===== config.mk =====
export PLATFORM = sky130hd
export DESIGN_NAME = pipe_ctrl
export DESIGN_NICKNAME = d
export VERILOG_FILES = /design/src/rtl/pipe_ctrl_pkg.sv /design/src/rtl/sat_counter.sv /design/src/rtl/pipe_ctrl.sv
export SDC_FILE = /design/constraint.sdc
export NUM_CORES = 1
export LEC_CHECK = 0
export CAP_MARGIN = 30
export CORE_MARGIN = 5
export CORE_UTILIZATION = 30
export CTS_CLUSTER_SIZE = 10
export DETAILED_ROUTE_END_ITERATION = 10
export GPL_TIMING_DRIVEN = 0
export PLACE_DENSITY_LB_ADDON = 0.3
export SLEW_MARGIN = 20
export SYNTH_ARGS = -nofsm -noshare
export SYNTH_HDL_FRONTEND = slang
export SYNTH_SLANG_ARGS = --single-unit

===== constraint.sdc =====
create_clock -name clk -period 2.3 [get_ports clk]
set_input_delay 0.46 -clock clk [delete_from_list [all_inputs] [get_ports clk]]
set_output_delay 0.46 -clock clk [all_outputs]
set_load 0.1 [all_outputs]

===== src/rtl/pipe_ctrl_pkg.sv =====
// Shared definitions for the pipeline hazard/flush/halt controller:
// state encoding, drain length, PC redirect codes and stage bit positions.
package pipe_ctrl_pkg;

    typedef enum logic [1:0] {
        ST_RUN   = 2'd0,
        ST_DRAIN = 2'd1,
        ST_HALT  = 2'd2
    } state_t;

    // Cycles the back end needs to retire everything ahead of the halting syscall.
    localparam int DRAIN_CYCLES = 3;
    localparam int DRAIN_CNT_W  = $clog2(DRAIN_CYCLES + 1);

    // PC source select.
    localparam logic [1:0] REDIR_SEQ     = 2'b00;
    localparam logic [1:0] REDIR_BRANCH  = 2'b01;
    localparam logic [1:0] REDIR_SYSCALL = 2'b10;

    // Pipeline register positions within en_ps / clear_ps.
    localparam int STG_IF_ID  = 0;
    localparam int STG_ID_EX  = 1;
    localparam int STG_EX_MEM = 2;
    localparam int STG_MEM_WB = 3;

    function automatic logic [3:0] stage_bit(input int idx);
        return 4'b0001 << idx;
    endfunction

    localparam logic [3:0] EN_NONE   = 4'b0000;
    localparam logic [3:0] EN_ALL    = stage_bit(STG_IF_ID) | stage_bit(STG_ID_EX) |
                                       stage_bit(STG_EX_MEM) | stage_bit(STG_MEM_WB);
    // Load-use stall: freeze IF/ID (and PC), let EX onward advance.
    localparam logic [3:0] EN_STALL  = EN_ALL & ~stage_bit(STG_IF_ID);
    // Squash the two younger stages fetched down the wrong path.
    localparam logic [3:0] CLR_FRONT = stage_bit(STG_IF_ID) | stage_bit(STG_ID_EX);
    // Insert a bubble into ID/EX only.
    localparam logic [3:0] CLR_IDEX  = stage_bit(STG_ID_EX);

    typedef struct packed {
        logic       pc_en;
        logic [1:0] redirect;
        logic [3:0] en_ps;
        logic [3:0] clear_ps;
    } ctrl_t;

endpackage


===== src/rtl/sat_counter.sv =====
// Saturating up-counter: increments on inc, sticks at all-ones.
module sat_counter
    import pipe_ctrl_pkg::*;
#(
    parameter int W = 32
) (
    input  logic         clk,
    input  logic         rst_n,
    input  logic         inc,
    output logic [W-1:0] count
);

    // Count up until every bit is set, then hold.
    always_ff @(posedge clk or negedge rst_n) begin
        if (!rst_n) begin
            count <= '0;
        end else if (inc && (count != {W{1'b1}})) begin
            count <= count + {{(W-1){1'b0}}, 1'b1};
        end
    end

endmodule


===== src/rtl/pipe_ctrl.sv =====
// Five-stage pipeline controller: load-use stalls, mispredict flushes,
// memory back-pressure and a syscall-driven drain-then-halt sequence.
//
// state    | meaning
// ST_RUN   | normal issue; stalls and flushes resolved by priority
// ST_DRAIN | front end squashed, back end retiring for DRAIN_CYCLES
// ST_HALT  | pipeline frozen until resume
module pipe_ctrl
    import pipe_ctrl_pkg::*;
(
    input  logic        clk,
    input  logic        rst_n,
    input  logic        ld_use_hazard,
    input  logic        mispredict,
    input  logic        mem_busy,
    input  logic        syscall_halt,
    input  logic        resume,
    output logic        pc_en,
    output logic [1:0]  redirect,
    output logic [3:0]  en_ps,
    output logic [3:0]  clear_ps,
    output logic        halted,
    output logic [31:0] stall_cnt,
    output logic [31:0] flush_cnt
);

    state_t                 state;
    logic [DRAIN_CNT_W-1:0] drain_cnt;
    ctrl_t                  ctrl;
    logic                   stall_inc;
    logic                   flush_inc;

    // Decode the current state and hazard inputs into same-cycle pipeline controls.
    always_comb begin
        ctrl      = '{pc_en: 1'b0, redirect: REDIR_SEQ, en_ps: EN_NONE, clear_ps: EN_NONE};
        stall_inc = 1'b0;
        flush_inc = 1'b0;
        if (rst_n) begin
            unique case (state)
                ST_RUN: begin
                    if (mem_busy) begin
                        stall_inc = 1'b1;
                    end else if (mispredict) begin
                        ctrl      = '{pc_en: 1'b1, redirect: REDIR_BRANCH, en_ps: EN_ALL, clear_ps: CLR_FRONT};
                        flush_inc = 1'b1;
                    end else if (syscall_halt) begin
                        ctrl = '{pc_en: 1'b1, redirect: REDIR_SYSCALL, en_ps: EN_ALL, clear_ps: CLR_FRONT};
                    end else if (ld_use_hazard) begin
                        ctrl      = '{pc_en: 1'b0, redirect: REDIR_SEQ, en_ps: EN_STALL, clear_ps: CLR_IDEX};
                        stall_inc = 1'b1;
                    end else begin
                        ctrl = '{pc_en: 1'b1, redirect: REDIR_SEQ, en_ps: EN_ALL, clear_ps: EN_NONE};
                    end
                end
                ST_DRAIN: begin
                    // Younger instructions behind the syscall are discarded; only
                    // memory back-pressure can hold the drain.
                    if (mem_busy) begin
                        stall_inc = 1'b1;
                    end else begin
                        ctrl = '{pc_en: 1'b0, redirect: REDIR_SEQ, en_ps: EN_ALL, clear_ps: CLR_FRONT};
                    end
                end
                ST_HALT: begin
                    ctrl = '{pc_en: 1'b0, redirect: REDIR_SEQ, en_ps: EN_NONE, clear_ps: EN_NONE};
                end
                default: begin
                    ctrl = '{pc_en: 1'b0, redirect: REDIR_SEQ, en_ps: EN_NONE, clear_ps: EN_NONE};
                end
            endcase
        end
    end

    assign pc_en    = ctrl.pc_en;
    assign redirect = ctrl.redirect;
    assign en_ps    = ctrl.en_ps;
    assign clear_ps = ctrl.clear_ps;

    // State sequencing, drain down-counter and registered halted flag.
    always_ff @(posedge clk or negedge rst_n) begin
        if (!rst_n) begin
            state     <= ST_RUN;
            drain_cnt <= '0;
            halted    <= 1'b0;
        end else begin
            unique case (state)
                ST_RUN: begin
                    if (!mem_busy && !mispredict && syscall_halt) begin
                        state     <= ST_DRAIN;
                        drain_cnt <= DRAIN_CNT_W'(DRAIN_CYCLES);
                    end
                end
                ST_DRAIN: begin
                    if (!mem_busy) begin
                        if (drain_cnt == DRAIN_CNT_W'(1)) begin
                            state     <= ST_HALT;
                            drain_cnt <= '0;
                            halted    <= 1'b1;
                        end else begin
                            drain_cnt <= drain_cnt - DRAIN_CNT_W'(1);
                        end
                    end
                end
                ST_HALT: begin
                    // The PC already holds the syscall pc+4 loaded on entry to drain.
                    if (resume) begin
                        state  <= ST_RUN;
                        halted <= 1'b0;
                    end
                end
                default: begin
                    state     <= ST_RUN;
                    drain_cnt <= '0;
                    halted    <= 1'b0;
                end
            endcase
        end
    end

    sat_counter #(.W(32)) u_stall_cnt (
        .clk   (clk),
        .rst_n (rst_n),
        .inc   (stall_inc),
        .count (stall_cnt)
    );

    sat_counter #(.W(32)) u_flush_cnt (
        .clk   (clk),
        .rst_n (rst_n),
        .inc   (flush_inc),
        .count (flush_cnt)
    );

endmodule


==> out/qor.txt, run 1 <==
Antenna viol nets, final: 0
Root buffer cell: clkbuf_16
Vias in the first global route: 3,151
Util after Layout: 46.52%
Worst EP arrival: 2.73 ns
Final worst slack: -0.2206 ns
Final critical-path required period: 2.521 ns
Fill cell count: 1,104
Tot Pwr: 0.004509 W
CP required: 2.51 ns
Pin count of the biggest net entering global routing: 22
Leakage: 2.383 nW
Mean Syn Cell Area: 10.19 um2
Worst vdd ir: 0.9066 mV
Clk pwr share: 30.1%
Non-filler cells, final: 593
WL final: 9301 um
Layout Skew: 0.009506 ns
Global-route wire length before repair: 15,860 um
Placed Cells: 563
Avg Vias per Cell: 5.049
RSZ-0062 raised after global routing: yes
Number of distinct library cells after synthesis: 43
Initial Util: 30.44%
Port buffer count: 80
Synth warn: 0
Cts bufs inserted: 9
Number of synthesized flops with an enable pin: 0
CTS tree: done
Failing checks: negative setup slack
Worst-Margin Slew: 0.9909 ns
DR vias: 2,994
Core area: 11,320 um2
Area of the multi-input gates: 1822 um2
# setup viols final: 15
# clock sinks: 69
Hpwl dp: 6441 um
Crit path launch: state[1]
Net Switching: 0.001850 W
Max-slew violations: 0
DP Worst Slack: -1.326 ns
Gpl congestion: 0.8278
Worst-path clk slew: 0.06 ns
Post-Syn Instances: 338
DRC errors left: 0
Max-Slew Margin vs Limit: 34.20%
Internal power: 0.002659 W
DR iter-0 viols: 102
Sequential share of the synthesized area: 50.11%
Ports: 83
RR Startpoint: state[1]
Sequential Area: 1808 um2
Die height: 117.2 um
Critical Path, Cell by Cell: or3b_1 > clkbuf_8 > or4_4 > nor4b_4 > or4b_4 > xnor2_2
Sw frac: 41.04%
Die width: 117.2 um
Final Cycle Share: 109.6%
Layout Nets: 455
Worst-Skew Late Latency: 0.32 ns
Row cnt: 39
Worst min path class: input pin to asynchronous set/reset pin
Initial antenna violation count: 0
Status: finished, violations left
FFs w/ async S/R, synth: 100.0%
Crit path max fanout: 4
Synthesized cell area: 3446 um2
Pwr Density: 856.3 nW/um2
Worst setup path category: flop to flop
DR WL/cell: 15.68 um
Synthesis-to-layout area growth: 52.83%
DRT Pass-1 Iters: 4
CTS H-tree depth: 3
Yosys reg bits: 69
Final count of hold timing violations: 0
CP Launch Type: flop
Gate power share: 35.1%
Most used flip-flop cell after synthesis: dfrtp_1
Crit. End Element: flop
Maxcap violations: 0
Worst-case clock buffer depth: 2
Max Fclk: 396.7 MHz
DIE AREA: 13,730 um2
Setup_tns: -1.037 ns
Grt ovf: 0
Crit path largest cell delay: 0.54 ns
Layout cells sized above 1: 28.44%
Number of diodes: 0
Seq pwr share: 34.8%
Crit path max-delay cell type: or4_4
Total global-route track usage: 14.50%
==> registers in the layout, summed over array words and instances (netlist names) <==
signal and flops:
u_flush_cnt.count 32, state 2, halted 1, drain_cnt 2, u_stall_cnt.count 32
==> cell usage in the layout, fill, tap and decap left out, types with 4 or more instances in the layout <==
master | Yosys | routed
and2_1 | 5 | 5
dfrtp_2 | 0 | 44
inv_1 | 9 | 7
nor2_1 | 19 | 16
o21ai_0 | 4 | 4
dfrtp_1 | 69 | 18
dlygate4sd2_1 | 0 | 66
and4_1 | 8 | 8
buf_4 | 4 | 14
clkbuf_1 | 6 | 5
a31oi_1 | 6 | 4
a21oi_1 | 6 | 5
and3_1 | 13 | 13
clkbuf_16 | 0 | 9
nor3_1 | 11 | 8
dfrtp_4 | 0 | 7
buf_12 | 0 | 8
xnor2_1 | 43 | 42
nand2_1 | 34 | 34
xor2_1 | 16 | 16
nand3_1 | 18 | 17
nand4_1 | 28 | 28
==> path summary, 6_finish.rpt <==
check	endpoint	slack [ns]	cells after the start
max reg2reg	u_flush_cnt.count[30]	-0.22	6
max in group asynchronous	u_flush_cnt.count[22]	1.11	2
min reg2reg	u_stall_cnt.count[25]	0.48	1
max	u_flush_cnt.count[30]	-0.22	6
min in group clk	u_stall_cnt.count[25]	0.48	1
min	u_flush_cnt.count[11]	0.07	1
==> metrics by stage <==
stage | cell area, um2 | hold slack, ns
2_1_floorplan | 3640 | 0.1644
3_3_place_gp | 4619 | 0.4706
3_5_place_dp | 4644 | 0.4207
4_1_cts | 5149 | 0.05965
5_1_grt | 5266 | 0.05684
6_report | 5266 | 0.07087
==> Yosys cell counts, types with 2 or more instances <==
cell type / n / area, um2
and4_1: 8 / 70.07
buf_4: 4 / 30.03
nand4_1: 28 / 175.2
ha_1: 3 / 37.54
and3_1: 13 / 81.33
and2_1: 5 / 31.28
nor3_1: 11 / 55.05
xnor2_1: 43 / 376.6
nor4b_1: 2 / 17.52
nor4bb_1: 2 / 20.02
nand2b_1: 3 / 18.77
a31oi_1: 6 / 37.54
xor2_1: 16 / 140.1
nor2_1: 19 / 71.32
nand3_1: 18 / 90.09
nor4_1: 5 / 31.28
inv_1: 9 / 33.78
clkbuf_1: 6 / 22.52
nand2_1: 34 / 127.6
o21ai_0: 4 / 20.02
a21oi_1: 6 / 30.03
nand4b_1: 2 / 17.52
a211oi_1: 2 / 15.01
a31o_2: 2 / 17.52
dfrtp_1: 69 / 1727
==> kinds of logic after synthesis <==
logic type	share of synthesized area [%]
buffers and inverters	3.086
AOI/OAI and AO/OA	4.612
DFF	50.11
adders and majority gates	1.089
other	0.1088
muxes	0.6173
and+or+nand+nor	25.38
xor gates and xnor gates	15.00
==> routing by layer <==
metal  up-vias  GRT usage, %  wire length, um
li1       1412             -                -
met1      1486         18.99             4110
met2        84         23.53             4527
met3        12         4.267              548
met4         0         3.823              115
met5         -             0                0
==> area by class of cell <==
type / count / share of cell area, %
buffer: 11 / 1.307
tap: 143 / 3.397
clock buffer: 12 / 4.680
clock inverter: 4 / 0.9028
inverter: 9 / 0.7840
timing repair buffer: 97 / 20.00
sequential: 69 / 34.33
multi-input combinational: 248 / 34.59
==> timing repair <==
action                                  4_1_cts  5_1_grt
setup buffers                                 8        4
endpoints found under the hold margin        13        0
gates resized for setup                     155       20
pin swaps                                     6        6
hold buffers                                  1        0
endpoints found under the setup margin      127       44
gates cloned                                  3        0
==> power by group through the flow <==
stage	registers (W)	clock network, W	logic [W]
floorplan	0.00220	0	0.000528
global placement	0.00155	0	0.00154
detailed placement	0.00156	0	0.00156
CTS	0.00154	0.00140	0.00159
global route	0.00160	0.00144	0.00167
finish	0.00157	0.00136	0.00158
==> worst max-delay path: cells and delay by family, from the launching register on <==
kind | cells | cell delay [ns]
AND/OR/NAND/NOR | 4 | 1.71
flip-flops | 1 | 0.40
buffers and inverters | 1 | 0.15
XOR/XNOR | 1 | 0.15
No activity file was read; power rests on OpenSTA's default activity.
==> run 2, diff against run 1 <==
--- a/config.mk
+++ b/config.mk
@@ -10,9 +10,11 @@
 export CORE_UTILIZATION = 30
 export CTS_CLUSTER_SIZE = 10
 export DETAILED_ROUTE_END_ITERATION = 10
+export GPL_ROUTABILITY_DRIVEN = 0
 export GPL_TIMING_DRIVEN = 0
 export PLACE_DENSITY_LB_ADDON = 0.3
 export SLEW_MARGIN = 20
 export SYNTH_ARGS = -nofsm -noshare
 export SYNTH_HDL_FRONTEND = slang
+export SYNTH_HIERARCHICAL = 1
 export SYNTH_SLANG_ARGS = --single-unit
==> run 2 against run 1 <==
Compared with the run above:
- final area down 3.8%
- hold slack worse by 0.017 ns
- critical path depth unchanged
- cell count down 1.0%
- total power up 0.20%
- maximum frequency up 13%
- register-to-register slack better by 0.29 ns
- the run now ends clean
- combinational power down 6%
- clock skew down 0.0015 ns
- sequential cell count unchanged
- via count down 1.1%
==> out/qor.txt, run 2 <==
Status: finished clean
WHS: 0.05397 ns
Max-Slew Margin vs Limit: 33.27%
# setup viols final: 0
Die width: 118.8 um
Sw frac: 40.29%
Number of distinct library cells after synthesis: 49
Yosys reg bits: 69
CP Launch Type: flop
FFs w/ async S/R, synth: 100.0%
# clock sinks: 69
CP required: 2.51 ns
Layout Nets: 449
Pin count of the biggest net entering global routing: 47
Synth warn: 6
Worst-path clk slew: 0.06 ns
Hpwl dp: 6579 um
Worst min path class: input pin to asynchronous set/reset pin
Synthesized cell area: 3548 um2
Top flop regs: u_flush_cnt/count: 32 flops, u_stall_cnt/count: 32 flops
Max-slew violations: 0
Count leader, synth: dfrtp_1
Layout Skew: 0.008044 ns
Ports: 83
Mean Syn Cell Area: 10.56 um2
Pwr Density: 891.6 nW/um2
Sequential share of the synthesized area: 48.66%
Grt ovf: 0
CTS H-tree depth: 3
Port buffer count: 80
Worst EP arrival: 2.44 ns
Initial Util: 30.81%
Final count of hold timing violations: 0
Tot Pwr: 0.004518 W
DR WL/cell: 15.43 um
Commonest non-fill, non-tap cells in the layout: dlygate4sd2_1, dfrtp_2, xnor2_1
Maxcap violations: 0
DRT Pass-1 Iters: 5
Leakage: 2.312 nW
Number of synthesized flops with an enable pin: 0
R2R setup slack: 0.07 ns
Vias in the first global route: 2,969
Non-filler cells, final: 587
Buf/Inv on CP: 1
Die height: 118.8 um
Cts bufs inserted: 9
CTS tree: done
Avg Vias per Cell: 5.043
Synthesis-to-layout area growth: 42.81%
Most used flip-flop cell after synthesis: dfrtp_1
Initial antenna violation count: 0
Final critical-path required period: 2.235 ns
Placed Cells: 561
Final Cycle Share: 97.16%
Row cnt: 39
Critical Path, Cell by Cell: clkbuf_8 > nand4_1 > or4_4 > a311oi_4 > or3b_1 > xnor2_1
DR iter-0 viols: 176
Max Fclk: 447.5 MHz
Worst-Skew Late Latency: 0.32 ns
Post-Syn Instances: 336
Worst-Margin Slew: 1.005 ns
Clk pwr share: 33.4%
Total global-route track usage: 13.00%
Global-route wire length before repair: 15,050 um
DIE AREA: 14,100 um2
Worst setup path category: flop to flop
Most common cell after layout, fill and taps aside: dlygate4sd2_1
Core area: 11,520 um2
Top cells by area, synth: dfrtp_1, xnor2_1, nand4_1
Yosys top cell by area: dfrtp_1
Post-place instance area: 4726 um2
# hold bufs at CTS: 0
Worst-case clock buffer depth: 2
Worst vdd ir: 0.8056 mV
Gate power share: 32.9%
Root buffer cell: clkbuf_16
Crit path max fanout: 8
Worst r2r path cells: 6
Crit path largest cell delay: 0.60 ns
RR Startpoint: u_flush_cnt/count[9]
Antenna viol nets, final: 0
Design Area, Final: 5067 um2
Seq pwr share: 33.7%
Number of diodes: 0
Layout cells sized above 1: 31.31%
Family with the most delay on the worst path: simple AND/OR/NAND/NOR gates
Synth cell count leaders: dfrtp_1, xnor2_1, nand4_1
DRC errors left: 0
WL final: 9056 um
DR vias: 2,960
Internal power: 0.002698 W
Net Switching: 0.001821 W
Crit. End Element: flop
Crit path max-delay cell type: or4_4
Post-synth top area share: 48.66%
Worst r2r dst: u_flush_cnt/count[31]
==> run 2: cell count changes after synthesis, sizes merged, moves of 4 or more <==
cell	previous run	this run
a21oi	6	11
a31oi	6	1
and2	6	1
and3	13	5
clkbuf	7	2
nand2	34	28
nand3	18	26
nand4	28	32
nor2	19	26
nor3b	0	4
nor4	5	10
==> run 2: layout make-up <==
type / instances / area (um2)
Inverter: 10 / 37.54
Tap cell: 143 / 178.9
Buffer: 9 / 81.33
Multi-Input combinational cell: 249 / 1834
Sequential cell: 69 / 1819
Timing Repair Buffer: 91 / 788.3
Clock inverter: 3 / 67.56
Clock buffer: 13 / 260.3
Fill cell: 1113 / 6449
==> run 2: worst max path at each step <==
stage                            endpoint  cells after the start                 start
CTS                 u_stall_cnt/count[29]                     10          syscall_halt
floorplan                     clear_ps[1]                      3              mem_busy
finish              u_flush_cnt/count[31]                      6  u_flush_cnt/count[9]
detailed placement  u_stall_cnt/count[29]                     10            mispredict
global placement                    pc_en                      4                 rst_n
global route        u_flush_cnt/count[30]                      9              state[1]
==> run 2: power groups by stage <==
stage / Combinational, W / Clock [W] / Sequential (W)
after floorplan: 0.000468 / 0 / 0.00220
after global placement: 0.00149 / 0 / 0.00154
after detailed placement: 0.00151 / 0 / 0.00154
after CTS: 0.00146 / 0.00155 / 0.00152
after global routing: 0.00156 / 0.00161 / 0.00155
final: 0.00149 / 0.00151 / 0.00152
==> run 2: timing repair <==
item	in CTS	in global routing
pin swaps	4	6
hold endpoints to repair	0	0
resized for setup	117	7
endpoints found under the setup margin	126	30
buffers inserted	4	6
==> run 2: kinds of logic after synthesis <==
group / after synthesis / synth area share (%)
buffers and inverters: 19 / 2.962
other: 1 / 0.1057
adder cells (fa/ha/maj): 3 / 1.058
AND/OR/NAND/NOR: 155 / 25.95
multiplexers: 3 / 0.9520
AO/OA/AOI/OAI: 27 / 5.747
XOR/XNOR: 59 / 14.56
flip-flops: 69 / 48.66
==> run 2: metrics by stage <==
step           utilization [%]  setup WS, ns  setup TNS (ns)
2_1_floorplan                -       -0.3418          -1.489
3_5_place_dp             41.04       -0.9539          -38.43
5_1_grt                  44.00    -0.0004767      -0.0004767
6_report                 44.00       0.06529               0
4_1_cts                  43.33      0.003568               0
3_3_place_gp             40.82        -3.548         -357.62
==> run 2: routing by layer <==
metal / global-route usage (%) / vias up / wire (um)
li1: - / 1416 / -
met1: 16.97 / 1449 / 4133
met2: 20.50 / 85 / 4288
met3: 5.014 / 10 / 544
met4: 2.969 / 0 / 89
met5: 0 / - / 0
==> run 3, diff against run 2 <==
==> constraint.sdc (replaced) <==
create_clock -name clk -period 2.2 [get_ports clk]
set_input_delay 0.44 -clock clk [delete_from_list [all_inputs] [get_ports clk]]
set_output_delay 0.44 -clock clk [all_outputs]
set_load 0.1 [all_outputs]
==> run 3 against run 2 <==
Compared with the run above:
- the flow now finishes with violations (negative hold slack)
- combinational power up 9%
- first-iteration DRC count increased by 3.4%
- global-route usage grew 0.79 points
- critical path type is now flop to output pin
==> out/qor.txt, run 3 (same netlist as run 2, synthesis figures left out) <==
Tot Pwr: 0.004511 W
Grt ovf: 0
Layout Skew: 0.007741 ns
Non-filler cells, final: 591
Worst EP arrival: 1.72 ns
Global-route wire length before repair: 15,900 um
Crit path max-delay cell type: dlygate4sd2_1
Synthesis-to-layout area growth: 45.24%
Design Area, Final: 5154 um2
DR vias: 3,001
Cts bufs inserted: 9
Worst-Margin Slew: 1.005 ns
Crit. End Element: output pin
Initial Util: 30.81%
# setup viols final: 0
GR Util met3: 3.868%
Layout Nets: 454
Area of the multi-input gates: 1898 um2
Placed Cells: 561
Number of diodes: 0
Maxcap violations: 0
Port buffer count: 80
Most common cell after layout, fill and taps aside: dlygate4sd2_1
Avg Vias per Cell: 5.078
Pin count of the biggest net entering global routing: 39
Crit path max fanout: 7
Status: finished, violations left
Crit path launch: u_stall_cnt/count[3]
WL final: 9510 um
Pwr Density: 875.3 nW/um2
RR Startpoint: state[0]
Top flop regs: u_flush_cnt/count: 32 flops, u_stall_cnt/count: 32 flops
Max-Slew Margin vs Limit: 33.25%
CP Depth: 1
Worst-case clock buffer depth: 2
# hold bufs at CTS: 0
Critical Path, Cell by Cell: dlygate4sd2_1
Worst min path class: input pin to asynchronous set/reset pin
CP required: 1.76 ns
Setup_tns: 0 ns
DIE AREA: 14,100 um2
CP Launch Type: flop
Die width: 118.8 um
Ports: 83
Buf/Inv on CP: 1
Final critical-path required period: 2.161 ns
Met1 Use GR: 18.57%
WHS: -0.004914 ns
Commonest non-fill, non-tap cells in the layout: dlygate4sd2_1, dfrtp_2, xnor2_1
Max Fclk: 462.7 MHz
Worst r2r dst: u_flush_cnt/count[31]
DR WL/cell: 16.09 um
Core area: 11,520 um2
# clock sinks: 69
Failing checks: negative hold slack
Leakage: 2.335 nW
CTS H-tree depth: 3
Vias in the first global route: 3,010
GRT busiest layer: met2
Worst vdd ir: 0.4755 mV
Final Cycle Share: 98.25%
Layout cells sized above 1: 34.15%
CTS tree: done
Worst r2r path cells: 7
Initial antenna violation count: 0
Die height: 118.8 um
R2R setup slack: 0.05 ns
DR iter-0 viols: 182
Family with the most delay on the worst path: buffers and inverters
Post-place instance area: 4772 um2
Root buffer cell: clkbuf_16
Worst-Skew Late Latency: 0.33 ns
Max-slew violations: 0
Row cnt: 39
DRC errors left: 0
M2 GR Usage: 20.71%
Crit path largest cell delay: 0.90 ns
Total global-route track usage: 13.79%
Antenna viol nets, final: 0
Worst setup path category: flop to output pin
Sequential Area: 1853 um2
CP endpoint: stall_cnt[3]
Hpwl dp: 6710 um
Final count of hold timing violations: 1
Worst-path clk slew: 0.05 ns
DRT Pass-1 Iters: 4
Fill cell count: 1,111
## run 3: cell type report
class                           instances  share of cell area, %
Sequential cell                        69                  35.96
Tap cell                              143                  3.472
Buffer                                  9                  1.869
Timing Repair Buffer                   96                  16.10
Multi-Input combinational cell        249                  36.83
Clock inverter                          2                 0.1942
Inverter                               10                 0.7283
Clock buffer                           13                  4.856
## run 3: per-stage QoR
| stage | setup slack, ns | hold WS (ns) | util (%) |
|---|---|---|---|
| after floorplan | -0.4099 | 0.1444 | - |
| after global placement | -3.616 | 0.4742 | 41.29 |
| after detailed placement | -0.9997 | 0.4246 | 41.44 |
| after CTS | 0.004048 | 0.0002489 | 43.48 |
| after global routing | -0.05892 | 0.01887 | 44.75 |
| final | 0.03854 | -0.004914 | 44.75 |
## run 3: report_power, final
part | total (W) | internal, W | switching [W]
Clock | 0.00130 | 0.000784 | 0.000513
Combinational | 0.00162 | 0.000382 | 0.00124
Sequential | 0.00160 | 0.00142 | 0.000180
## run 3: worst min path at each step
stage | slack [ns] | end
after floorplan | 0.14 | drain_cnt[0]
after global placement | 0.47 | u_flush_cnt/count[31]
after detailed placement | 0.42 | halted
after CTS | 0.0002 | halted
after global routing | 0.02 | halted
final | -0.005 | halted
## run 3: routing by layer
layer / part of all wire [%] / routed length, um
met1: 46 / 4400
met2: 48 / 4549
met3: 4.5 / 432
met4: 1.3 / 127
met5: 0 / 0
## run 3: repair_timing
item	CTS	global route
pin swaps	7	13
setup buffers	5	10
endpoints found under the setup margin	131	35
resized for setup	130	20
